==> src/rtl/timer_pkg.sv <==
// Shared constants and types for the FF05..FF07 timer block.
package timer_pkg;

    localparam logic [1:0] TIMA_A  = 2'b01;
    localparam logic [1:0] TMA_A   = 2'b10;
    localparam logic [1:0] TAC_A   = 2'b11;
    localparam logic [7:0] TAC_PAD = 8'hF8;

    typedef enum logic [1:0] {
        SEL_4096   = 2'b00,
        SEL_262144 = 2'b01,
        SEL_65536  = 2'b10,
        SEL_16384  = 2'b11
    } tac_sel_t;

endpackage

==> src/rtl/timer_tick_det.sv <==
// Selects the divider tap named by TAC, gates it with the enable bit and
// emits a one-clk inc on every falling edge of the gated source.
module timer_tick_det
    import timer_pkg::*;
(
    input  logic       clk,
    input  logic       reset,
    input  logic [2:0] tac_eff,
    input  logic       div_4096hz,
    input  logic       div_16384hz,
    input  logic       div_65536hz,
    input  logic       div_262144hz,
    output logic       inc
);

    logic tap_sel;
    logic tick_src;
    logic tap_q;

    always_comb begin
        tap_sel = 1'b0;
        case (tac_sel_t'(tac_eff[1:0]))
            SEL_4096:   tap_sel = div_4096hz;
            SEL_262144: tap_sel = div_262144hz;
            SEL_65536:  tap_sel = div_65536hz;
            SEL_16384:  tap_sel = div_16384hz;
        endcase
    end

    // Disabling or reselecting while the old source is high is seen as a
    // falling edge; that extra tick is deliberate.
    assign tick_src = tap_sel & tac_eff[2];
    assign inc      = tap_q & ~tick_src;

    always_ff @(posedge clk) begin
        if (reset) tap_q <= 1'b0;
        else       tap_q <= tick_src;
    end

endmodule

==> src/rtl/timer_tima.sv <==
// TIMA/TMA/TAC timer: counts selected divider edges, reloads from TMA one
// M-cycle after overflow and pulses int_timer on the reload clk.
module timer_tima
    import timer_pkg::*;
#(
    parameter int OVF_DELAY = 4
) (
    input  logic       clk,
    input  logic       reset,
    input  logic       ff04_ff07,
    input  logic [1:0] a,
    input  logic       cpu_wr,
    input  logic       cpu_rd,
    input  logic [7:0] d_in,
    output logic [7:0] d_out,
    output logic       d_oe,
    input  logic       div_4096hz,
    input  logic       div_16384hz,
    input  logic       div_65536hz,
    input  logic       div_262144hz,
    output logic       int_timer
);

    localparam int CNT_W = (OVF_DELAY > 2) ? $clog2(OVF_DELAY) : 1;

    // Bus: cpu_wr/cpu_rd are single-clk strobes qualified by ff04_ff07; a read
    // answers the next clk with d_oe high for exactly one clk, no back-pressure.
    logic [7:0]       tima;
    logic [7:0]       tma;
    logic [2:0]       tac;
    logic [CNT_W-1:0] ovf_cnt;
    logic             ovf_pend;
    logic             wr_tima, wr_tma, wr_tac, rd_hit;
    logic             reload;
    logic             inc;
    logic [2:0]       tac_eff;

    assign wr_tima = cpu_wr & ff04_ff07 & (a == TIMA_A);
    assign wr_tma  = cpu_wr & ff04_ff07 & (a == TMA_A);
    assign wr_tac  = cpu_wr & ff04_ff07 & (a == TAC_A);
    assign rd_hit  = cpu_rd & ff04_ff07 & (a != 2'b00);
    assign reload  = ovf_pend & (ovf_cnt == '0);
    assign tac_eff = wr_tac ? d_in[2:0] : tac;

    timer_tick_det u_tick_det (
        .clk          (clk),
        .reset        (reset),
        .tac_eff      (tac_eff),
        .div_4096hz   (div_4096hz),
        .div_16384hz  (div_16384hz),
        .div_65536hz  (div_65536hz),
        .div_262144hz (div_262144hz),
        .inc          (inc)
    );

    always_ff @(posedge clk) begin
        if (reset) begin
            tima      <= 8'h00;
            tma       <= 8'h00;
            tac       <= 3'b000;
            ovf_cnt   <= '0;
            ovf_pend  <= 1'b0;
            int_timer <= 1'b0;
        end else begin
            int_timer <= 1'b0;
            if (wr_tac) tac <= d_in[2:0];
            if (wr_tma) tma <= d_in;
            if (ovf_pend && !reload) ovf_cnt <= ovf_cnt - 1'b1;

            // Reload beats a TIMA write; a same-clk TMA write feeds the reload.
            if (reload) begin
                tima      <= wr_tma ? d_in : tma;
                int_timer <= 1'b1;
                ovf_pend  <= 1'b0;
            end else if (wr_tima) begin
                tima     <= d_in;
                ovf_pend <= 1'b0;
            end else if (inc) begin
                if (tima == 8'hFF) begin
                    tima     <= 8'h00;
                    ovf_pend <= 1'b1;
                    ovf_cnt  <= CNT_W'(OVF_DELAY - 1);
                end else begin
                    tima <= tima + 8'd1;
                end
            end
        end
    end

    always_ff @(posedge clk) begin
        if (reset) begin
            d_oe  <= 1'b0;
            d_out <= 8'h00;
        end else begin
            d_oe  <= rd_hit;
            d_out <= 8'h00;
            if (rd_hit) begin
                case (a)
                    TIMA_A:  d_out <= tima;
                    TMA_A:   d_out <= tma;
                    TAC_A:   d_out <= TAC_PAD | {5'b00000, tac};
                    default: d_out <= 8'h00;
                endcase
            end
        end
    end

endmodule

==> config.mk <==
export PLATFORM = sky130hd
export DESIGN_NAME = timer_tima
export DESIGN_NICKNAME = d
export VERILOG_FILES = /design/src/rtl/timer_pkg.sv /design/src/rtl/timer_tick_det.sv /design/src/rtl/timer_tima.sv
export SDC_FILE = /design/constraint.sdc
export NUM_CORES = 1
export LEC_CHECK = 0
export CAP_MARGIN = 15
export CORE_MARGIN = 4
export CORE_UTILIZATION = 30
export DETAILED_ROUTE_END_ITERATION = 10
export GPL_TIMING_DRIVEN = 0
export SLEW_MARGIN = 20
export SYNTH_ARGS = -nofsm -noshare
export SYNTH_HDL_FRONTEND = slang
export SYNTH_SLANG_ARGS = --single-unit
==> constraint.sdc <==
create_clock -name clk -period 1.75 [get_ports clk]
set_clock_uncertainty 0.1 [all_clocks]
set_input_delay 0.35 -clock clk [delete_from_list [all_inputs] [get_ports clk]]
set_output_delay 0.35 -clock clk [all_outputs]
set_load 0.005 [all_outputs]
==> summary.txt, run 1 <==
Outcome
  • Outcome: complete, but fails checks
  • Failing checks: negative setup slack

STA
  • WHS: ~0.32 ns
  • Relative slew margins: 0.448
  • Final worst slack: -0.00273 ns
  • RSZ-0062 raised after global routing: true
  • Count of pins over their slew limit: 0
  • # setup viols final: 1
  • Setup TNS: -0.00273 ns
  • Fmax achieved: between 500 and 600 MHz
  • Worst-margin pin slew: around 0.83 ns
  • Final Hold Viols: 0
  • Fin crit share: 1.00
  • Minimum clock period: 1.75 ns

Route
  • Total wire length: roughly 4900 um
  • Met2 Wirelength: 2240 um
  • TritonRoute pass-1 iters: 4
  • Residual DRC: 0
  • Routed len/inst: between 15 and 20 um
  • Via count: roughly 1,700
  • ANT nets after route: 0
  • Vias/cell: approximately 5.2
  • WL met1: about 2200 um
  • Metal3 WL: 334 um
  • Drt first-iter violations: 90
  • DR top layer: met4

Logic synthesis
  • Post-synthesis cell type count: 43
  • Net Count, Synth: 226
  • Number of flops mapped to enable cells by yosys: 0
  • Cell area after synthesis: around 1700 um^2
  • Xor-xnor portion of the synthesized cell area: 0.0252
  • Compound-Gate Fraction of Synth Area: 0.209
  • Synth warn: 0
  • Post-Synth Adder-Cell Area: 0.0144
  • Asr flop ratio synth: 0
  • Simple-gate share of the synthesized area: 0.223
  • Largest family of logic cells by synthesized area: simple AND/OR/NAND/NOR gates
  • Flops & latches, synth: 33
  • Mux contribution to synthesized area: 0.110
  • Seq/Total Area, Yosys: 0.380
  • Syn avg cell area: 8.48 um^2
  • Cells after Synth: ~210
  • Most used DFF post-synth: dfxtp_1

Worst setup path
  • Crit Path Class: input port to flip-flop
  • CP required: 1.82 ns
  • Crit path launch type: input port
  • Peak fanout along the critical path: 8
  • Data arrival, critical path: about 1.8 ns
  • Crit end category: flip-flop

Cells and area
  • Final nets: about 270
  • Diode count: 0
  • Fillers: between 500 and 600
  • FF+latch area: 679 um^2
  • Layout area overhead: 43.5%
  • Final core occ: 0.448
  • Multi-input gate area: 1110 um^2
  • Most frequent cells in the layout: 32 x nand2_1, 24 x dfxtp_1, 18 x a21oi_1
  • Ratio of cells with drive above 1 in the final layout: 0.266
  • Most common cell after layout, fill and taps aside: nand2_1

Global routing
  • Initial antenna violation count: 0
  • Total track usage: 0.141
  • Vias in the first global route: between 1,500 and 2,000
  • Grt total ovfl: 0
  • Largest net degree at the start of global routing: 11
  • First-pass GRT wire length: 7940 um

Pwr
  • Overall power: around 1.7 mW
  • Sw Share: 0.227
  • Part of the power in registers: 0.451
  • Clock network power share: 0.437
  • Comb pwr share: 0.112
  • P_int: ~1.3 mW
  • Maximum vdd ir drop: 0.000406 V
  • P_leak: approximately 0.9 nW
  • P_sw: between 300 and 400 uW
  • Power per cell area: about 680 nW/um^2

Clocking
  • CTS Buffer Depth: 2
  • CTS tree: built
  • Clock Root Buffer: clkbuf_8
  • CTS Sinks: 33
  • Max H-tree Level: 2
  • CTS buffer count: 5
  • Skew-Pair Late Insertion Delay: 0.29 ns
  • Clk slew on worst S/H paths: approximately 0.07 ns

Floorplan
  • Die Wd: 84.1 um
  • IO Pins: 29
  • Initial Util: 0.312
  • Number of cell rows: 27
  • Die height: between 80 and 90 um
  • Die area: roughly 7000 um^2
  • Core area: 5570 um^2

Placement
  • # port buffers: 28
  • Routability cong.: ~0.82
  • Hpwl dp: about 3300 um

Hold path
  • Worst Hold Class: input port to flip-flop

Job
  • Max Cap Viol: 0
-- through the flow --
stage          std cells  instance area (um^2)  setup WS, ns
2_1_floorplan        205                  1750        -0.101
3_3_place_gp         305                  2120        -0.975
3_5_place_dp         305                  2120        -0.991
4_1_cts              321                  2380      -0.00795
5_1_grt              324                  2490       -0.0487
6_report             324                  2490      -0.00273
-- area by class of cell --
class | instances | area share
inverter | 6 | 0.00903
clock buffer | 7 | 0.0346
multi-input combinational | 155 | 0.443
tap | 72 | 0.0361
buffer | 8 | 0.0246
sequential | 33 | 0.272
clock inverter | 1 | 0.0120
timing repair buffer | 42 | 0.168
-- layer usage --
| layer | global-route usage | vias to the layer above |
|---|---|---|
| met5 | 0 | - |
| met4 | 0.0731 | 0 |
| met3 | 0.0294 | 11 |
| met2 | 0.214 | 53 |
| met1 | 0.186 | 800 |
| li1 | - | 823 |
-- sequential cells by signal, indices dropped and copies added, names as in the netlist --
signal and count:
ovf_pend 1, tac 3, tma 8, d_out 8
d_oe 1, tima 8, u_tick_det.tap_q 1, int_timer 1
ovf_cnt 2
-- power by group through the flow --
stage | registers, mW | clock network (mW) | logic (mW)
after floorplan | 0.786 | 0 | 0.0799
after global placement | 0.788 | 0 | 0.161
after detailed placement | 0.789 | 0 | 0.163
after CTS | 0.772 | 0.761 | 0.176
after global routing | 0.771 | 0.787 | 0.206
final | 0.769 | 0.745 | 0.191
-- kinds of logic after synthesis --
group / count (synthesis)
simple gates: 77
compound gates: 53
flops: 33
mux: 18
buf+inv: 17
xor+xnor: 5
fa+ha+maj: 2
-- cell usage after synthesis (3+ instances only) --
cell type	count	area, um^2
a21oi_1	20	100
a22oi_1	3	22.5
clkbuf_1	8	30.0
dfxtp_1	33	661
inv_1	6	22.5
mux2_2	5	56.3
mux2i_1	12	120
nand2_1	33	124
nand2b_1	3	18.8
nand3_1	7	35.0
nor2_1	14	52.6
nor2b_1	3	18.8
nor3_1	3	15.0
o21ai_0	12	60.1
o22ai_1	3	18.8
xnor2_1	4	35.0
-- final timing paths --
check                         start              endpoint  slack (ns)  cells past startpoint
setup / recovery          ff04_ff07  tima[1]$_SDFFE_PP0P_      -0.003                      7
hold / removal              d_in[2]     tma[2]$_SDFF_PP0_        0.32                      3
setup reg to reg  tac[1]$_SDFF_PP0_  tima[1]$_SDFFE_PP0P_        0.04                      4
hold reg to reg   tma[6]$_SDFF_PP0_     tma[6]$_SDFF_PP0_        0.39                      2
-- worst max-delay path: stages --
cell and delay (ns):
buf_8 0.08, nand4_4 0.18, buf_6 0.17, mux2_4 0.24, o311ai_4 0.14, a31oi_4 0.32, mux2_4 0.33
-- timing repair --
action                                  CTS  global route
pin swaps                                 6            10
hold buffers                              0             0
endpoints found under the setup margin   29            21
setup buffers                            11             3
resized for setup                        52            30
Note: power is estimated with default switching activity, not from simulation.
==> run 2, diff against run 1 <==
--- a/config.mk
+++ b/config.mk
@@ -7,9 +7,10 @@
 export LEC_CHECK = 0
 export CAP_MARGIN = 15
 export CORE_MARGIN = 4
-export CORE_UTILIZATION = 30
+export CORE_UTILIZATION = 47
 export DETAILED_ROUTE_END_ITERATION = 10
 export GPL_TIMING_DRIVEN = 0
+export PLACE_DENSITY = 0.75
 export SLEW_MARGIN = 20
 export SYNTH_ARGS = -nofsm -noshare
 export SYNTH_HDL_FRONTEND = slang
==> run 2 against run 1 <==
Highest routed layer unchanged; sequential power about the same; combinational power decreased by 3%; first-iteration DRC count increased by 58%; clock power decreased by 0.7%; register-to-register slack about the same; largest cell class unchanged; die area decreased by 33%; the run now ends clean; largest power group unchanged; worst hold slack got worse by 0.040 ns; via count decreased by 0.95%; global-route usage increased by 7.5 points.
==> summary.txt, run 2 (synthesized netlist as in run 1, its figures left out) <==
STA
  • Count of pins over their slew limit: 0
  • Final worst slack: approximately 0.035 ns
  • Worst-margin pin slew: ~0.84 ns
  • Fmax achieved: between 500 and 600 MHz
  • Minimum clock period: between 1.5 and 2 ns
  • # setup viols final: 0
  • Relative slew margins: 0.442
  • Fin crit share: 0.980
  • Final Hold Viols: 0

Floorplan
  • Die Wd: 68.8 um
  • Initial Util: 0.505
  • Die area: 4740 um^2
  • Core area: about 3400 um^2
  • Die height: 68.8 um
  • Number of cell rows: 21
  • IO Pins: 29

Pwr
  • Overall power: 1.70 mW
  • Power per cell area: between 700 and 800 nW/um^2
  • P_leak: 0.906 nW
  • Maximum vdd ir drop: roughly 0.00061 V

Clocking
  • Post-CTS Hold Buffers: 0
  • CTS Sinks: 33
  • Skew-Pair Late Insertion Delay: slightly below 0.3 ns
  • Max H-tree Level: 2
  • CTS Buffer Depth: 2
  • CTS buffer count: 5
  • Clock Root Buffer: clkbuf_8
  • CTS tree: built
  • Clk slew on worst S/H paths: ~0.070 ns

Job
  • Max Cap Viol: 0

Cells and area
  • Layout area overhead: 38.2%
  • Final core occ: 0.698
  • Most common cell after layout, fill and taps aside: nand2_1
  • Fillers: approximately 280
  • Most frequent cells in the layout: 32 x nand2_1, 24 x dfxtp_1, 18 x a21oi_1
  • Diode count: 0
  • Final nets: ~270
  • Ratio of cells with drive above 1 in the final layout: 0.265
  • Largest regs: d_out x8, tima x8, tma x8

Worst setup path
  • R2R Setup Slk: around 0.035 ns
  • Delay-heaviest family, CP: compound AO/OA/AOI/OAI gates
  • Peak fanout along the critical path: 6
  • Crit path depth: 6
  • CP max stage cell: o311ai_4
  • Crit. Startpoint: cpu_wr
  • RR Endpoint: tima[1]$_SDFFE_PP0P_
  • Crit end category: flip-flop
  • Critical Path Sink: tima[1]$_SDFFE_PP0P_
  • Cells along the critical path: clkbuf_4 > nand4_4 > and3b_4 > o311ai_4 > a31oi_4 > mux2_4
  • R2R depth: 4
  • Max stage delay on crit path: between 0.3 and 0.4 ns
  • Crit Path Class: input port to flip-flop
  • Data arrival, critical path: about 1.8 ns
  • CP required: ~1.8 ns
  • Crit path launch type: input port
  • CP Buf/Inv Count: 1
  • Critical R2R Launch: tac[1]$_SDFF_PP0_

Route
  • Vias/cell: between 5 and 6
  • Total wire length: 4690 um
  • Residual DRC: 0
  • ANT nets after route: 0
  • Via count: around 1,700
  • Drt first-iter violations: roughly 140
  • Routed len/inst: between 15 and 20 um
  • TritonRoute pass-1 iters: 4

Global routing
  • Vias in the first global route: between 1,500 and 2,000
  • Largest net degree at the start of global routing: 11
  • Total track usage: 0.215
  • First-pass GRT wire length: between 7000 and 8000 um
  • Grt total ovfl: 0
  • Initial antenna violation count: 0

Outcome
  • Outcome: completed

Hold path
  • Worst Hold Class: input port to flip-flop

Placement
  • Routability cong.: just under 0.9
  • Hpwl dp: ~3000 um
  • Post-Place Setup Slack: -0.994 ns
  • # port buffers: 28
[run 2: through the flow]
stage,instances,instance area (um^2),setup TNS [ns],hold slack [ns]
after CTS,290,2300,-0.0168,0.379
final,295,2400,0,0.279
after floorplan,205,1750,-0.163,0.346
after global routing,295,2400,-0.0176,0.318
after global placement,279,2090,-17.06,0.359
after detailed placement,279,2090,-17.66,0.368
[run 2: power by group]
part | internal (mW) | leakage, nW | switching, mW | total, mW
Combinational | 0.0901 | 0.577 | 0.0954 | 0.186
Sequential | 0.761 | 0.271 | 0.0107 | 0.772
Clock | 0.464 | 0.0585 | 0.276 | 0.740
Total | 1.32 | 0.906 | 0.382 | 1.70
[run 2: tightest hold or removal path, stage by stage]
cell	delay, ns
clkbuf_2	0.14
nand2_1	0.07
a21oi_1	0.05
[run 2: layout make-up]
type / count / area (um^2) / share of cell area
Tap cell: 46 / 57.6 / 0.0239
Timing Repair Buffer: 38 / 357 / 0.148
Clock buffer: 7 / 86.3 / 0.0359
Sequential cell: 33 / 674 / 0.281
Buffer: 8 / 55.1 / 0.0229
Clock inverter: 1 / 30.0 / 0.0125
Inverter: 6 / 22.5 / 0.00937
Multi-Input combinational cell: 156 / 1120 / 0.466
[run 2: worst min path at each step]
stage / start / to / slack, ns / cells after the start
global placement: tma[1]$_SDFF_PP0_ / tma[1]$_SDFF_PP0_ / 0.36 / 2
floorplan: tma[4]$_SDFF_PP0_ / tma[4]$_SDFF_PP0_ / 0.35 / 2
finish: d_in[1] / tma[1]$_SDFF_PP0_ / 0.28 / 3
CTS: tma[1]$_SDFF_PP0_ / tma[1]$_SDFF_PP0_ / 0.38 / 2
detailed placement: ovf_pend$_SDFFE_PP0P_ / ovf_pend$_SDFFE_PP0P_ / 0.37 / 2
global route: d_in[1] / tma[1]$_SDFF_PP0_ / 0.32 / 3
[run 2: repair_timing]
item,in CTS,in global routing
buffers inserted,5,5
hold endpoints to repair,0,0
gates resized for setup,42,32
cloned,1,0
pin swaps,4,10
setup endpoints to repair,29,17
[run 2: per-layer routing]
layer	track usage	wire, um	share of wire
met4	0.0876	140	0.030
met1	0.268	2000	0.43
met5	0	0	0
met2	0.346	2180	0.47
met3	0.0648	367	0.078
==> run 3, diff against run 2 <==
--- a/config.mk
+++ b/config.mk
@@ -5,12 +5,13 @@
 export SDC_FILE = /design/constraint.sdc
 export NUM_CORES = 1
 export LEC_CHECK = 0
-export CAP_MARGIN = 15
 export CORE_MARGIN = 4
-export CORE_UTILIZATION = 47
+export CORE_UTILIZATION = 50
 export DETAILED_ROUTE_END_ITERATION = 10
+export DONT_BUFFER_PORTS = 1
 export GPL_TIMING_DRIVEN = 0
-export PLACE_DENSITY = 0.75
+export PLACE_DENSITY = 0.68
+export RECOVER_POWER = 25
 export SLEW_MARGIN = 20
 export SYNTH_ARGS = -nofsm -noshare
 export SYNTH_HDL_FRONTEND = slang
==> run 3 against run 2 <==
Combinational power fell by 40%; maximum frequency down 0.67%; via count shrank 6.5%; final area down 17%; register-to-register slack barely moved; largest cell class unchanged.
==> summary.txt, run 3 (synthesized netlist as in run 1, its figures left out) <==
Route
  • Residual DRC: 0
  • Drt first-iter violations: about 120
  • Total wire length: 4530 um
  • TritonRoute pass-1 iters: 5
  • Routed len/inst: 17.3 um
  • Via count: ~1,600
  • ANT nets after route: 0
  • Vias/cell: around 6.0

Worst setup path
  • R2R Setup Slk: 0.02 ns
  • CP required: 1.93 ns
  • Crit end category: flip-flop
  • Crit Path Class: flip-flop to flip-flop
  • Crit path launch type: flip-flop
  • Peak fanout along the critical path: 4
  • R2R depth: 7
  • Data arrival, critical path: 1.90 ns
  • RR Endpoint: tima[4]$_SDFFE_PP0P_
  • Critical R2R Launch: ovf_cnt[1]$_SDFF_PP0_

Pwr
  • Overall power: 1.29 mW
  • P_leak: just under 0.7 nW
  • Power per cell area: about 650 nW/um^2
  • Maximum vdd ir drop: ~0.00033 V

Clocking
  • Post-CTS Hold Buffers: 0
  • Clock Root Buffer: clkbuf_4
  • Skew-Pair Late Insertion Delay: 0.34 ns
  • CTS Sinks: 33
  • CTS buffer count: 5
  • CTS Buffer Depth: 2
  • Clk slew on worst S/H paths: 0.10 ns
  • CTS tree: built
  • Max H-tree Level: 2

Global routing
  • Initial antenna violation count: 0
  • Vias in the first global route: 1,547
  • Largest net degree at the start of global routing: 11
  • Grt total ovfl: 0
  • First-pass GRT wire length: roughly 7600 um
  • Total track usage: 0.227

Hold path
  • Worst Hold Class: input port to flip-flop
  • Hold_sp: d_in[4]
  • Hold endpoint: tma[4]$_SDFF_PP0_
  • Hold Crit Depth: 2

Floorplan
  • Die height: ~67 um
  • Core area: roughly 3300 um^2
  • Die Wd: 67.0 um
  • Initial Util: 0.521
  • Die area: approximately 4500 um^2
  • Number of cell rows: 21
  • IO Pins: 29

Placement
  • Inst Count DP: around 250
  • Hpwl dp: between 3000 and 4000 um
  • Routability cong.: 0.875
  • # port buffers: 0

Cells and area
  • Layout area overhead: 14.1%
  • Final nets: roughly 240
  • Most frequent cells in the layout: 32 x nand2_1, 25 x dfxtp_1, 20 x a21oi_1
  • Diode count: 0
  • Fillers: 317
  • Ratio of cells with drive above 1 in the final layout: 0.214
  • Finished Layout Cells: between 200 and 300
  • Largest regs: d_out x8, tima x8, tma x8
  • Most common cell after layout, fill and taps aside: nand2_1

STA
  • Fmax achieved: about 580 MHz
  • # setup viols final: 0
  • Relative slew margins: 0.469
  • Final Hold Viols: 0
  • RSZ-0062 raised after global routing: true
  • Count of pins over their slew limit: 0
  • Worst-margin pin slew: 0.796 ns
  • Minimum clock period: 1.73 ns
  • Fin crit share: 0.987

Job
  • Max Cap Viol: 0

Outcome
  • Outcome: completed
-- run 3: cell types whose count changed in the layout (fill, tap and decap cells not counted), sizes merged --
cell,before,now
clkdlybuf4s50,17,0
buf,14,7
clkbuf,16,12
dlygate4sd2,1,0
clkinv,0,2
nand4,4,3
dlymetal6s2s,5,0
bufinv,1,0
-- run 3: routing by layer --
layer,vias up,GRT usage,part of all wire
li1,749,-,-
met1,741,0.262,0.39
met2,59,0.396,0.50
met3,13,0.0573,0.081
met4,0,0.0937,0.025
met5,-,0,0
-- run 3: layout make-up --
type,instances,area [um^2],share of cell area
Buffer,8,42.5,0.0214
Clock buffer,6,41.3,0.0208
Clock inverter,2,10.0,0.00504
Inverter,6,22.5,0.0113
Multi-Input combinational cell,155,1080,0.547
Sequential cell,33,676,0.340
Tap cell,46,57.6,0.0290
Timing Repair Buffer,5,50.0,0.0252
-- run 3: stage by stage --
stage,hold WS (ns),setup slack (ns),util,setup TNS [ns],instance area [um^2]
2_1_floorplan,0.346,-0.101,-,-0.163,1750
3_3_place_gp,0.369,-0.269,0.541,-1.24,1810
3_5_place_dp,0.376,-0.328,0.541,-1.94,1810
4_1_cts,0.0218,-0.00649,0.573,-0.00708,1910
5_1_grt,0.0253,-0.0461,0.595,-0.0463,1980
6_report,0.0261,0.0236,0.595,0,1980
-- run 3: worst max-delay path by stage --
stage                                from  cells after the start                   end
detailed placement                 cpu_wr                      5  tima[1]$_SDFFE_PP0P_
global route        ovf_cnt[1]$_SDFF_PP0_                      7  tima[4]$_SDFFE_PP0P_
CTS                 ovf_cnt[0]$_SDFF_PP0_                      7  tima[4]$_SDFFE_PP0P_
finish              ovf_cnt[1]$_SDFF_PP0_                      7  tima[4]$_SDFFE_PP0P_
floorplan                          cpu_wr                      5  tima[1]$_SDFFE_PP0P_
global placement                   cpu_wr                      5  tima[1]$_SDFFE_PP0P_
-- run 3: critical path: stages (launching register included) --
cell and delay, ns:
dfxtp_2 0.34, inv_2 0.06, ha_4 0.13, and2_4 0.17, mux2i_4 0.27, nor2_1 0.08, or3_1 0.39, mux2i_1 0.12
-- run 3: timing repair --
item                       in CTS  in global routing
resized for setup              15                 14
pin swaps                       2                  7
setup endpoints to repair       8                 11
setup buffers                   2                  3
-- run 3: report_power, final --
group	leakage (nW)	switching, mW	internal [mW]
Clock	0.0320	0.258	0.153
Sequential	0.271	0.0114	0.759
Combinational	0.388	0.0657	0.0462
Total	0.691	0.335	0.958
